==> config.mk <==
export PLATFORM = sky130hd
export DESIGN_NAME = mem_wb_stage
export DESIGN_NICKNAME = d
export VERILOG_FILES = /design/src/rtl/mem_wb_stage.sv
export SDC_FILE = /design/constraint.sdc
export NUM_CORES = 1
export LEC_CHECK = 0
export ABC_AREA = 0
export ABC_CLOCK_PERIOD_IN_PS = 2700
export CAP_MARGIN = 10
export CORE_MARGIN = 2
export CORE_UTILIZATION = 35
export CTS_CLUSTER_DIAMETER = 120
export DETAILED_ROUTE_END_ITERATION = 6
export PLACE_DENSITY = 0.74
export SETUP_SLACK_MARGIN = 0.2
export SYNTH_ARGS = -nofsm -noshare
export SYNTH_HDL_FRONTEND = slang
export SYNTH_SLANG_ARGS = --single-unit
==> constraint.sdc <==
create_clock -name clk -period 2.7 [get_ports clk]
set_clock_uncertainty 0.05 [all_clocks]
set_input_delay 0.54 -clock clk [delete_from_list [all_inputs] [get_ports clk]]
set_output_delay 0.54 -clock clk [all_outputs]
set_load 0.1 [all_outputs]
==> src/rtl/mem_wb_stage.sv <==
// Writeback stage: registers MEM results into the regfile write port and
// services loads with a WAIT state that stalls upstream until memory replies.
module mem_wb_stage #(
    parameter int unsigned TIMEOUT = 255,
    parameter int unsigned CNT_W   = 16
) (
    input  logic        clk,
    input  logic        rst,
    input  logic        flush,
    input  logic        mem_valid,
    input  logic        mem_wreg,
    input  logic [4:0]  mem_waddr,
    input  logic [31:0] mem_wdata,
    input  logic        mem_load,
    input  logic [2:0]  mem_ld_op,
    input  logic [1:0]  mem_addr_lo,
    input  logic [31:0] dmem_rdata,
    input  logic        dmem_rvalid,
    output logic        wb_we,
    output logic [4:0]  wb_waddr,
    output logic [31:0] wb_wdata,
    output logic        stall_req,
    output logic        ld_pend,
    output logic [4:0]  ld_pend_addr,
    output logic        addr_err,
    output logic        bus_err
);

    localparam int unsigned AW = 5;
    localparam int unsigned DW = 32;
    localparam logic [2:0] OP_LB  = 3'd0;
    localparam logic [2:0] OP_LBU = 3'd1;
    localparam logic [2:0] OP_LH  = 3'd2;
    localparam logic [2:0] OP_LHU = 3'd3;
    localparam logic [2:0] OP_LW  = 3'd4;

    typedef enum logic {IDLE = 1'b0, WAIT = 1'b1} state_e;

    state_e            state_q, state_d;
    logic [2:0]        op_q, op_d;
    logic [1:0]        lo_q, lo_d;
    logic [AW-1:0]     hwaddr_q, hwaddr_d;
    logic              hwreg_q, hwreg_d;
    logic [CNT_W-1:0]  cnt_q, cnt_d;
    logic              wb_we_q, wb_we_d;
    logic [AW-1:0]     wb_waddr_q, wb_waddr_d;
    logic [DW-1:0]     wb_wdata_q, wb_wdata_d;
    logic [AW-1:0]     pend_addr_q, pend_addr_d;
    logic              addr_err_q, addr_err_d;
    logic              bus_err_q, bus_err_d;

    logic [7:0]        byte_sel;
    logic [15:0]       half_sel;
    logic [DW-1:0]     ld_ext;
    logic              misaligned;

    // Little-endian byte/half extraction of the returned word
    always_comb begin
        byte_sel = dmem_rdata[{lo_q, 3'b000} +: 8];
        half_sel = lo_q[1] ? dmem_rdata[31:16] : dmem_rdata[15:0];
        case (op_q)
            OP_LB:   ld_ext = {{24{byte_sel[7]}}, byte_sel};
            OP_LBU:  ld_ext = {24'h0, byte_sel};
            OP_LH:   ld_ext = {{16{half_sel[15]}}, half_sel};
            OP_LHU:  ld_ext = {16'h0, half_sel};
            default: ld_ext = dmem_rdata;
        endcase
    end

    // Reserved opcodes are treated like misaligned accesses and dropped
    always_comb begin
        case (mem_ld_op)
            OP_LB, OP_LBU:  misaligned = 1'b0;
            OP_LH, OP_LHU:  misaligned = mem_addr_lo[0];
            OP_LW:          misaligned = (mem_addr_lo != 2'b00);
            default:        misaligned = 1'b1;
        endcase
    end

    always_comb begin
        state_d     = state_q;
        op_d        = op_q;
        lo_d        = lo_q;
        hwaddr_d    = hwaddr_q;
        hwreg_d     = hwreg_q;
        cnt_d       = cnt_q;
        wb_we_d     = 1'b0;
        wb_waddr_d  = wb_waddr_q;
        wb_wdata_d  = wb_wdata_q;
        pend_addr_d = pend_addr_q;
        addr_err_d  = 1'b0;
        bus_err_d   = 1'b0;

        if (flush) begin
            state_d = IDLE;
            cnt_d   = '0;
        end else begin
            case (state_q)
                IDLE: begin
                    if (mem_valid && !mem_load) begin
                        wb_we_d = mem_wreg && (mem_waddr != '0);
                        if (wb_we_d) begin
                            wb_waddr_d = mem_waddr;
                            wb_wdata_d = mem_wdata;
                        end
                    end else if (mem_valid && mem_load) begin
                        if (misaligned) begin
                            addr_err_d = 1'b1;
                        end else begin
                            op_d        = mem_ld_op;
                            lo_d        = mem_addr_lo;
                            hwaddr_d    = mem_waddr;
                            hwreg_d     = mem_wreg;
                            cnt_d       = '0;
                            pend_addr_d = mem_waddr;
                            state_d     = WAIT;
                        end
                    end
                end
                WAIT: begin
                    if (dmem_rvalid) begin
                        wb_we_d = hwreg_q && (hwaddr_q != '0);
                        if (wb_we_d) begin
                            wb_waddr_d = hwaddr_q;
                            wb_wdata_d = ld_ext;
                        end
                        state_d = IDLE;
                    end else if (cnt_q == CNT_W'(TIMEOUT - 1)) begin
                        bus_err_d = 1'b1;
                        state_d   = IDLE;
                    end else begin
                        cnt_d = cnt_q + CNT_W'(1);
                    end
                end
                default: state_d = IDLE;
            endcase
        end
    end

    always_ff @(posedge clk or posedge rst) begin
        if (rst) begin
            state_q     <= IDLE;
            op_q        <= '0;
            lo_q        <= '0;
            hwaddr_q    <= '0;
            hwreg_q     <= 1'b0;
            cnt_q       <= '0;
            wb_we_q     <= 1'b0;
            wb_waddr_q  <= '0;
            wb_wdata_q  <= '0;
            pend_addr_q <= '0;
            addr_err_q  <= 1'b0;
            bus_err_q   <= 1'b0;
        end else begin
            state_q     <= state_d;
            op_q        <= op_d;
            lo_q        <= lo_d;
            hwaddr_q    <= hwaddr_d;
            hwreg_q     <= hwreg_d;
            cnt_q       <= cnt_d;
            wb_we_q     <= wb_we_d;
            wb_waddr_q  <= wb_waddr_d;
            wb_wdata_q  <= wb_wdata_d;
            pend_addr_q <= pend_addr_d;
            addr_err_q  <= addr_err_d;
            bus_err_q   <= bus_err_d;
        end
    end

    assign wb_we        = wb_we_q;
    assign wb_waddr     = wb_waddr_q;
    assign wb_wdata     = wb_wdata_q;
    assign stall_req    = (state_q == WAIT);
    assign ld_pend      = (state_q == WAIT);
    assign ld_pend_addr = pend_addr_q;
    assign addr_err     = addr_err_q;
    assign bus_err      = bus_err_q;

endmodule

==> After elaboration in Yosys (flattened, before gate mapping) <==
Cells that the tools add are included.
{ "word_totals": {"regBits": 68, "output_inout_bits": 47, "in_bits": 81} }
{ "op_classes": {"n_mux": 40, "bitwise": 4, "add_sub_neg": 1, "reduce_logical": 15, "n_shift": 1, "eq_ne": 17} }
{ "op_table": {"columns": ["operator", "count"], "rows": [
  ["$mux 32", 4],
  ["$pmux 32 s4", 1],
  ["$mux 16", 7],
  ["$pmux 32 s2", 1],
  ["$pmux 16 s2", 1],
  ["$shiftx 32x6->8", 1],
  ["$mux 5", 4],
  ["$mux 1", 18],
  ["$add 16x1->16 const B", 1],
  ["$eq 16x8->1 const B", 1],
  ["$ne 3x3->1 const B", 5],
  ["$reduce_and 5->1", 3],
  ["$eq 3x2->1 const B", 4],
  ["$pmux 5 s2", 1],
  ["$reduce_bool 5->1", 2],
  ["$eq 3x1->1 const B", 2],
  ["$logic_not 3->1", 2],
  ["$ne 2x2->1 const B", 3],
  ["$logic_and 1x1->1", 4],
  ["$not 1->1", 4],
  ["$pmux 1 s2", 2],
  ["$reduce_or 2->1", 2],
  ["$eq 3x3->1 const B", 1],
  ["$pmux 1 s3", 1],
  ["other kinds (3)", 3]
]} }

==> Depth between registers and ports, before layout <==
Gate-level depths: netlist of run 1.
{ "depth": {"depth_word": 8, "ltp_mapped": 8, "ltp_nobuf": 6} }

==> Worst setup path before layout of run 1 <==
No wires, ideal clock.
{ "synth_path": {"path_type": "register to register", "from": "register state_q (netlist: ld_pend)", "to": "register wb_wdata_q[0] (netlist: wb_wdata[0])", "period_less_slack_ns": 2.579, "arrival_ns": 2.403, "required_time_ns": 2.524, "setup_ns": 0.126, "stages_incl_launch_ff": 9, "slack_ns": 0.121, "n_path_buf": 3, "cell_sequence": "dfrtp_1 > buf_2 > nor2b_1 > o2111ai_1 > and2_1 > buf_6 > inv_2 > buf_6 > mux2_4"} }
{ "synth_between": {"elab_chain_cells": 3} }
{ "synth_lines": {"columns": ["item", "line", "rtl"], "rows": [
  ["start, declared", "39", "state_e state_q, state_d;"],
  ["start signal, assigned", "155", "state_q <= state_d;"],
  ["$not 1->1 (no line)", null, null],
  ["$ne 2x2->1 (no line)", null, null],
  ["$reduce_and 5->1 (no line)", null, null],
  ["end signal, assigned", "163", "wb_wdata_q <= wb_wdata_d;"],
  ["end, declared", "47", "logic [DW-1:0] wb_wdata_q, wb_wdata_d;"]
]} }
Several ways; a longest one is shown, not always the timed one.
A chain may end at the register's enable or synchronous reset.

==> Final worst setup path of run 1 <==
{ "layout_path": {"from": "input mem_waddr[2]", "to": "register wb_wdata_q[26] (netlist: wb_wdata[26])"} }
{ "layout_between": {"elab_chain_cells": 4} }
{ "layout_lines": {"columns": ["item", "line", "rtl"], "rows": [
  ["start, declared", "12", "input logic [4:0] mem_waddr,"],
  ["$reduce_bool 5->1", "101", "wb_we_d = mem_wreg && (mem_waddr != '0);"],
  ["$logic_and 1x1->1", "101", null],
  ["$ne 2x2->1 (no line)", null, null],
  ["$reduce_and 5->1 (no line)", null, null]
]} }
No other way between the ends.

==> impl_results.md, run 1 <==
* Async SR Flop Fraction at 100%
* CP endpoint: wb_wdata[26]
* Die Wd at 112 um
* CP max stage delay at 0.55 ns
* Die height at 112 um
* Vias in the first global route at 3,888
* CP endpoint kind: flip-flop
* Setup slack, reg-to-reg at 0.44 ns
* Clock tree buffer depth at 2
* #FFs+latches synth at 68
* Power per cell area at 871 mW/mm2
* Final min period at 2.40 ns
* Setup ws final at 0.301 ns
* H-Tree Depth at 3
* Worst EP arrival at 2.56 ns
* Worst Tran Pin Value at 0.654 ns
* CP cell instances: clkdlybuf4s50_1, or4_1, o211ai_1, and2_1, inv_2, mux2_4
* Post-CTS sizing at 0
* Clock Latency Late Sink at 0.33 ns
* CP startpoint: mem_waddr[2]
* Num CTS Buffers at 9
* Via count at 4,015
* Largest net degree at the start of global routing at 49
* Vias/cell at 5.97
* Pwr Total at 0.00494 W
* Synth Flop Type: dfrtp_1
* Total Routing Usage GR at 20.8%
* RSZ-0062 raised after global routing: false
* Peak VDD IR at 0.667 mV
* Worst hold slack at 0.450 ns
* Sequential area share after synthesis at 42.1%
* First DRT Iteration DRCs at 356
* Post-Layout Cell Count at 672
* First-pass GRT wire length at 20,600 um
* Number of port buffers at 127
* Filler Cell Count at 1,016
* Final nets at 607
* CP max stage cell: or4_1
* CTS tree: yes
* Core box area at 0.0114 mm2
* Worst r2r src: op_q[1]
* Setup Buffers After CTS at 0
* Post-DRT Antenna Nets at 0
* Final setup violation count at 0
* DP HPWL at 9730 um
* Largest area contributor in the netlist: dfrtp_1
* CP Launch Type: input port
* Total gr overflow at 0
* EDFF count, synth at 0
* Mapped Nets at 487
* WP buf/inv at 2
* Slew Viols, Final at 0
* Slew margin rel. at 56.2%
* Cell Area, Synth at 0.00405 mm2
* Fin crit share at 88.9%
* Drt first pass iters at 7
* Max-cap violations at 0
* Effective utilization at floorplan at 35.6%
* YS warnings at 0
* Post-layout util at 49.9%
* Reg2reg end: wb_wdata[0]
* F_max at 417 MHz
* Worst-case reg-to-reg path depth at 4
* # placed instances at 656
* P&R area growth vs syn at 40.2%
* Worst-path clk slew at 0.05 ns
* Status: finished, final reports clean
* Hold buffer count at cts at 0
* Leak at 2.47 nW
* Final hold violation count at 0
* Worst path depth at 6
* Routability cong. at 0.910
* Syn Inst Count at 404
* Die Area at 0.0124 mm2
* Family with the most delay on the worst path: simple AND/OR/NAND/NOR gates
* Site Rows at 39
* Routed WL per cell at 19.3 um
* DRC Markers at 0
* Dpl ws at -0.0846 ns
* IO Pins at 128
* Avg Cell Area, Syn at 10.0 um2
* Crit Path Class: input port to flip-flop
* Routed WL at 13,000 um
* Synth top area cells: dfrtp_1 42%, mux2_4 6.7%, nand3_1 4.3%
* Hold Crit Class: flip-flop to flip-flop
* Number of diodes at 0
* Initial antenna violation count at 0
* Root Buffer: clkbuf_16
* Share of cells above drive strength 1 at 23.1%
* Synth top area share at 42.1%
* Crit-path max FO at 20
* Min-Delay Path Depth at 2
* CP required at 2.86 ns
* Yosys cell types at 56
* Clock sink count at 68
## cell usage in the layout (no fill, tap or decap), types with 3 or more instances in the layout
master           synthesis  final
a21o_1                   5      5
a21oi_1                  5      5
a221oi_1                12     12
a22o_1                   4      4
a22oi_1                 17     17
a31o_2                   6      6
a31oi_1                 12     12
a41oi_1                  5      5
and3_1                   5      5
and3b_1                  3      3
buf_4                    1     63
clkbuf_16                0      9
clkdlybuf4s50_1          0     80
dfrtp_1                 68     67
inv_1                    6      5
mux2_2                  13     13
mux2_4                  18     18
mux2i_1                 15     15
nand2_1                 18     18
nand2b_1                 4      4
nand3_1                 35     35
nand4_1                  5      5
nor2_1                  19     19
nor2b_1                  6      6
nor3_1                   4      4
nor4_1                   4      4
o211ai_1                 5      5
o21ai_0                 25     25
o311ai_0                 4      4
o31ai_1                 13     13
or4_1                    4      4
## layer usage
metal / GRT usage (%) / share of wire (%)
met1: 27.7 / 43
met4: 6.34 / 1.8
met3: 5.33 / 9.0
met5: 0 / 0
met2: 33.6 / 47
## through the flow
stage / area (um2) / TNS, ns
5_1_grt: 5670 / 0
4_1_cts: 5670 / 0
3_3_place_gp: 5350 / -0.275
2_1_floorplan: 4050 / 0
6_report: 5670 / 0
3_5_place_dp: 5350 / -1.38
## state kept, by name (all words and copies together), names as in the netlist
register	cells
wb_wdata	32
lo_q	2
addr_err	1
ld_pend	1
bus_err	1
hwreg_q	1
cnt_q	16
ld_pend_addr	5
op_q	3
wb_waddr	5
wb_we	1
## worst min-delay path, cell delays in order, from the launching register on
cell and delay [ns]:
dfrtp_1 0.34, nand3_1 0.06, o21ai_0 0.06
## area by class of cell
cell class	count	area [um2]	share of cell area, %
inverters	8	30.0	0.529
clock buffers	10	229	4.04
clock inverters	6	90.1	1.59
repair buffers	144	1290	22.8
well taps	143	179	3.15
multi-input cells	293	2150	37.9
flip-flops and latches	68	1700	30.0
## report_power, final
| part | leakage, nW | internal (W) | switching (W) | total, W |
|---|---|---|---|---|
| registers | 0.863 | 0.00121 | 0.000182 | 0.00140 |
| clock network | 0.153 | 0.000810 | 0.000452 | 0.00126 |
| logic | 1.46 | 0.000628 | 0.00165 | 0.00228 |
| total | 2.47 | 0.00265 | 0.00228 | 0.00494 |
## cell usage after synthesis (6+ instances only)
library cell and n:
dfrtp_1 68, nand3_1 35, o21ai_0 25, clkbuf_1 21
nor2_1 19, mux2_4 18, nand2_1 18, a22oi_1 17
mux2i_1 15, mux2_2 13, o31ai_1 13, a221oi_1 12
a31oi_1 12, buf_2 7, a31o_2 6, inv_1 6
nor2b_1 6
## worst min-delay path by stage
| stage | slack (ns) | to | start |
|---|---|---|---|
| detailed placement | 0.44 | wb_waddr[1] | wb_waddr[1] |
| finish | 0.45 | wb_waddr[1] | wb_waddr[1] |
| floorplan | 0.43 | cnt_q[14] | cnt_q[14] |
| global route | 0.48 | wb_wdata[30] | wb_wdata[30] |
| CTS | 0.46 | wb_waddr[1] | wb_waddr[1] |
| global placement | 0.44 | wb_wdata[5] | wb_wdata[5] |
## kinds of logic after synthesis
logic type,share of synthesized area [%]
flip-flops,42.1
AND/OR/NAND/NOR,15.5
AO/OA/AOI/OAI,22.4
buffers and inverters,4.86
multiplexers,14.6
adder cells (fa/ha/maj),0.619
(Power assumes the default switching activity.)
==> run 2, diff against run 1 <==
--- a/config.mk
+++ b/config.mk
@@ -14,6 +14,8 @@
 export DETAILED_ROUTE_END_ITERATION = 6
 export PLACE_DENSITY = 0.74
 export SETUP_SLACK_MARGIN = 0.2
+export SKIP_CTS_REPAIR_TIMING = 1
+export SLEW_MARGIN = 20
 export SYNTH_ARGS = -nofsm -noshare
 export SYNTH_HDL_FRONTEND = slang
 export SYNTH_SLANG_ARGS = --single-unit
==> results of run 2 <==
No change in the layout: final DEF, timing and power equal those of run 1.
==> run 3, diff against run 2 <==
--- a/config.mk
+++ b/config.mk
@@ -7,7 +7,7 @@
 export LEC_CHECK = 0
 export ABC_AREA = 0
 export ABC_CLOCK_PERIOD_IN_PS = 2700
-export CAP_MARGIN = 10
+export CAP_MARGIN = 20
 export CORE_MARGIN = 2
 export CORE_UTILIZATION = 35
 export CTS_CLUSTER_DIAMETER = 120
@@ -15,7 +15,6 @@
 export PLACE_DENSITY = 0.74
 export SETUP_SLACK_MARGIN = 0.2
 export SKIP_CTS_REPAIR_TIMING = 1
-export SLEW_MARGIN = 20
 export SYNTH_ARGS = -nofsm -noshare
 export SYNTH_HDL_FRONTEND = slang
 export SYNTH_SLANG_ARGS = --single-unit
==> results of run 3 <==
No change in the layout: final DEF, timing and power equal those of run 1.
==> RTL change (flow settings as in run 2) <==
Register the output `addr_err` once more, cleared by the reset; this adds one clock of latency there. The other outputs are not delayed to match.
--- a/src/rtl/mem_wb_stage.sv
+++ b/src/rtl/mem_wb_stage.sv
@@ -173,7 +173,13 @@
     assign stall_req    = (state_q == WAIT);
     assign ld_pend      = (state_q == WAIT);
     assign ld_pend_addr = pend_addr_q;
-    assign addr_err     = addr_err_q;
+    always_ff @(posedge clk or posedge rst) begin
+        if (rst) begin
+            addr_err <= '0;
+        end else begin
+            addr_err <= addr_err_q;
+        end
+    end
     assign bus_err      = bus_err_q;
 
 endmodule
Behaviour: not the same (a bounded check fails within 4 cycles, from zero or initial values and one cycle with rst high).
==> RTL change against run 2 <==
Worst hold slack lost 0.15 ns. Cell area grew 2.2%. Sequential cell count grew 1. Total power grew 5.2%. Core utilization grew 1.1 points. Final cell count shrank 0.45%. Synthesized area grew 0.34%. Setup slack gained 0.071 ns. Routed wire length shrank 5.0%.
==> RTL change: results <==
metrics = {
    "place": {
        "place.gp.congestion": 0.8756,
        "io_buffers": 127,
        "post-dp-hpwl_um": 9350,
        "preCtsSetupSlack_ns": 0.1283,
    },
    "global_routing": {
        "grt.total_usage_pct": 19.78,
        "grt_pass1_vias": 3712,
        "grt_first_pass_wirelength_um": 19550,
        "grt_max_degree": 40,
    },
    "cts": {
        "htreeDepth": 3,
        "cts.clk_slew.worst_paths_ns": 0.06,
        "cts_buffers": 9,
        "clockBufferDepth": 2,
        "clock_latency_ns": 0.33,
        "cts_root_buf": "clkbuf_16",
    },
    "synth": {
        "synth_common_cells": "dfrtp_1, mux2_2, a21oi_1",
        "yosysSeqAreaShare_pct": 42.54,
        "ys_types": 52,
        "synth_nets": 472,
        "yosys_warnings": 0,
        "synth_area_leaders": "dfrtp_1, mux2_2, mux2_4",
        "ys.flop_type": "dfrtp_1",
    },
    "drt": {
        "vias": 3660,
        "drt_first_pass_iters": 4,
        "routed_wl_um": 12350,
        "drt_iter0_drc": 234,
    },
    "cells_and_area": {
        "largest_reg_flops": 32,
        "finalNetCount": 604,
        "n_antenna_cell": 0,
        "layout-drive-gt1-share_pct": 27.19,
    },
    "setup_path": {
        "crit_slowest_cell": "dfrtp_1",
        "critPathTopFamily": "flip-flops",
        "crit_path_max_incr_delay_ns": 0.73,
        "crit_path_max_fanout": 11,
    },
    "timing": {
        "fin_ws_ns": 0.3714,
        "tightest_slew_ns": 0.6520,
    },
    "pwr": {
        "p_leak_nw": 2.437,
        "swShare_pct": 46.22,
        "vdd.ir_drop.worst_mv": 0.6407,
    },
    "min_path": {
        "hold_class": "register to register",
    },
    "outcome": {
        "status": "complete, no violations",
    },
}
## RTL change: changes by cell type in the layout (fill, tap and decap cells not counted), sizes merged, moves of 8 or more
| cell | before | now |
|---|---|---|
| a21oi | 5 | 30 |
| a221oi | 12 | 0 |
| mux2 | 31 | 43 |
| nand3 | 35 | 16 |
| nor2 | 20 | 8 |
| nor3 | 4 | 15 |
| o22ai | 0 | 8 |
| o31ai | 13 | 2 |
## RTL change: cell families (layout without fill, tap and decap cells)
logic type	after synthesis	count (layout)	share of synthesized area, %
AO/OA/AOI/OAI	100	100	17.02
adder cells (fa/ha/maj)	2	2	0.6164
buffers and inverters	38	175	4.470
flip-flops	69	69	42.54
multiplexers	66	66	19.39
AND/OR/NAND/NOR	114	114	15.97
## RTL change: power by group through the flow
stage / clock network [mW] / logic, mW / registers [mW]
6_report: 1.28 / 2.49 / 1.42
5_1_grt: 1.36 / 2.57 / 1.45
4_1_cts: 1.31 / 2.49 / 1.42
3_5_place_dp: 0 / 2.49 / 1.44
3_3_place_gp: 0 / 2.46 / 1.43
2_1_floorplan: 0 / 0.567 / 2.71
## RTL change: stage by stage
stage / instance area [sq um] / hold WS [ns] / instances
after floorplan: 4059 / 0.2812 / 389
after global placement: 5460 / 0.2946 / 652
after detailed placement: 5460 / 0.2925 / 652
after CTS: 5787 / 0.3060 / 668
after global routing: 5796 / 0.3158 / 669
final: 5796 / 0.3035 / 669
## RTL change: final timing paths
path	start	endpoint	depth (start not counted)
max reg2reg	ld_pend$_DFF_PP0_	wb_wdata[30]$_DFFE_PP0P_	4
max in group asynchronous	rst	cnt_q[0]$_DFFE_PP0P_	3
min	addr_err_q$_DFF_PP0_	addr_err$_DFF_PP0_	0
max	ld_pend$_DFF_PP0_	wb_wdata[30]$_DFFE_PP0P_	4
min in group asynchronous	rst	wb_wdata[31]$_DFFE_PP0P_	2
min reg2reg	addr_err_q$_DFF_PP0_	addr_err$_DFF_PP0_	0
## RTL change: routing by layer
metal  vias up  routed length, um  track usage, %
li1       1723                  -               -
met1      1811               5174           25.48
met2       116               6233           33.29
met3        10                842           4.682
met4         0                 97           5.679
met5         -                  0               0
## RTL change: final cells by class
class	count	area, sq um
inverter	12	48.80
sequential	69	1727
clock buffer	12	256.5
timing repair inverter	1	5.005
fill	990	5574
timing repair buffer	146	1359
clock inverter	4	70.07
tap	143	178.9
multi-input combinational	282	2151
## RTL change: worst register-to-register path: cells and delay by family, from the launching register on
kind                   cells  cell delay [ns]
DFF                        1             0.73
buffers and inverters      1             0.70
AOI/OAI and AO/OA          2             0.45
muxes                      1             0.29
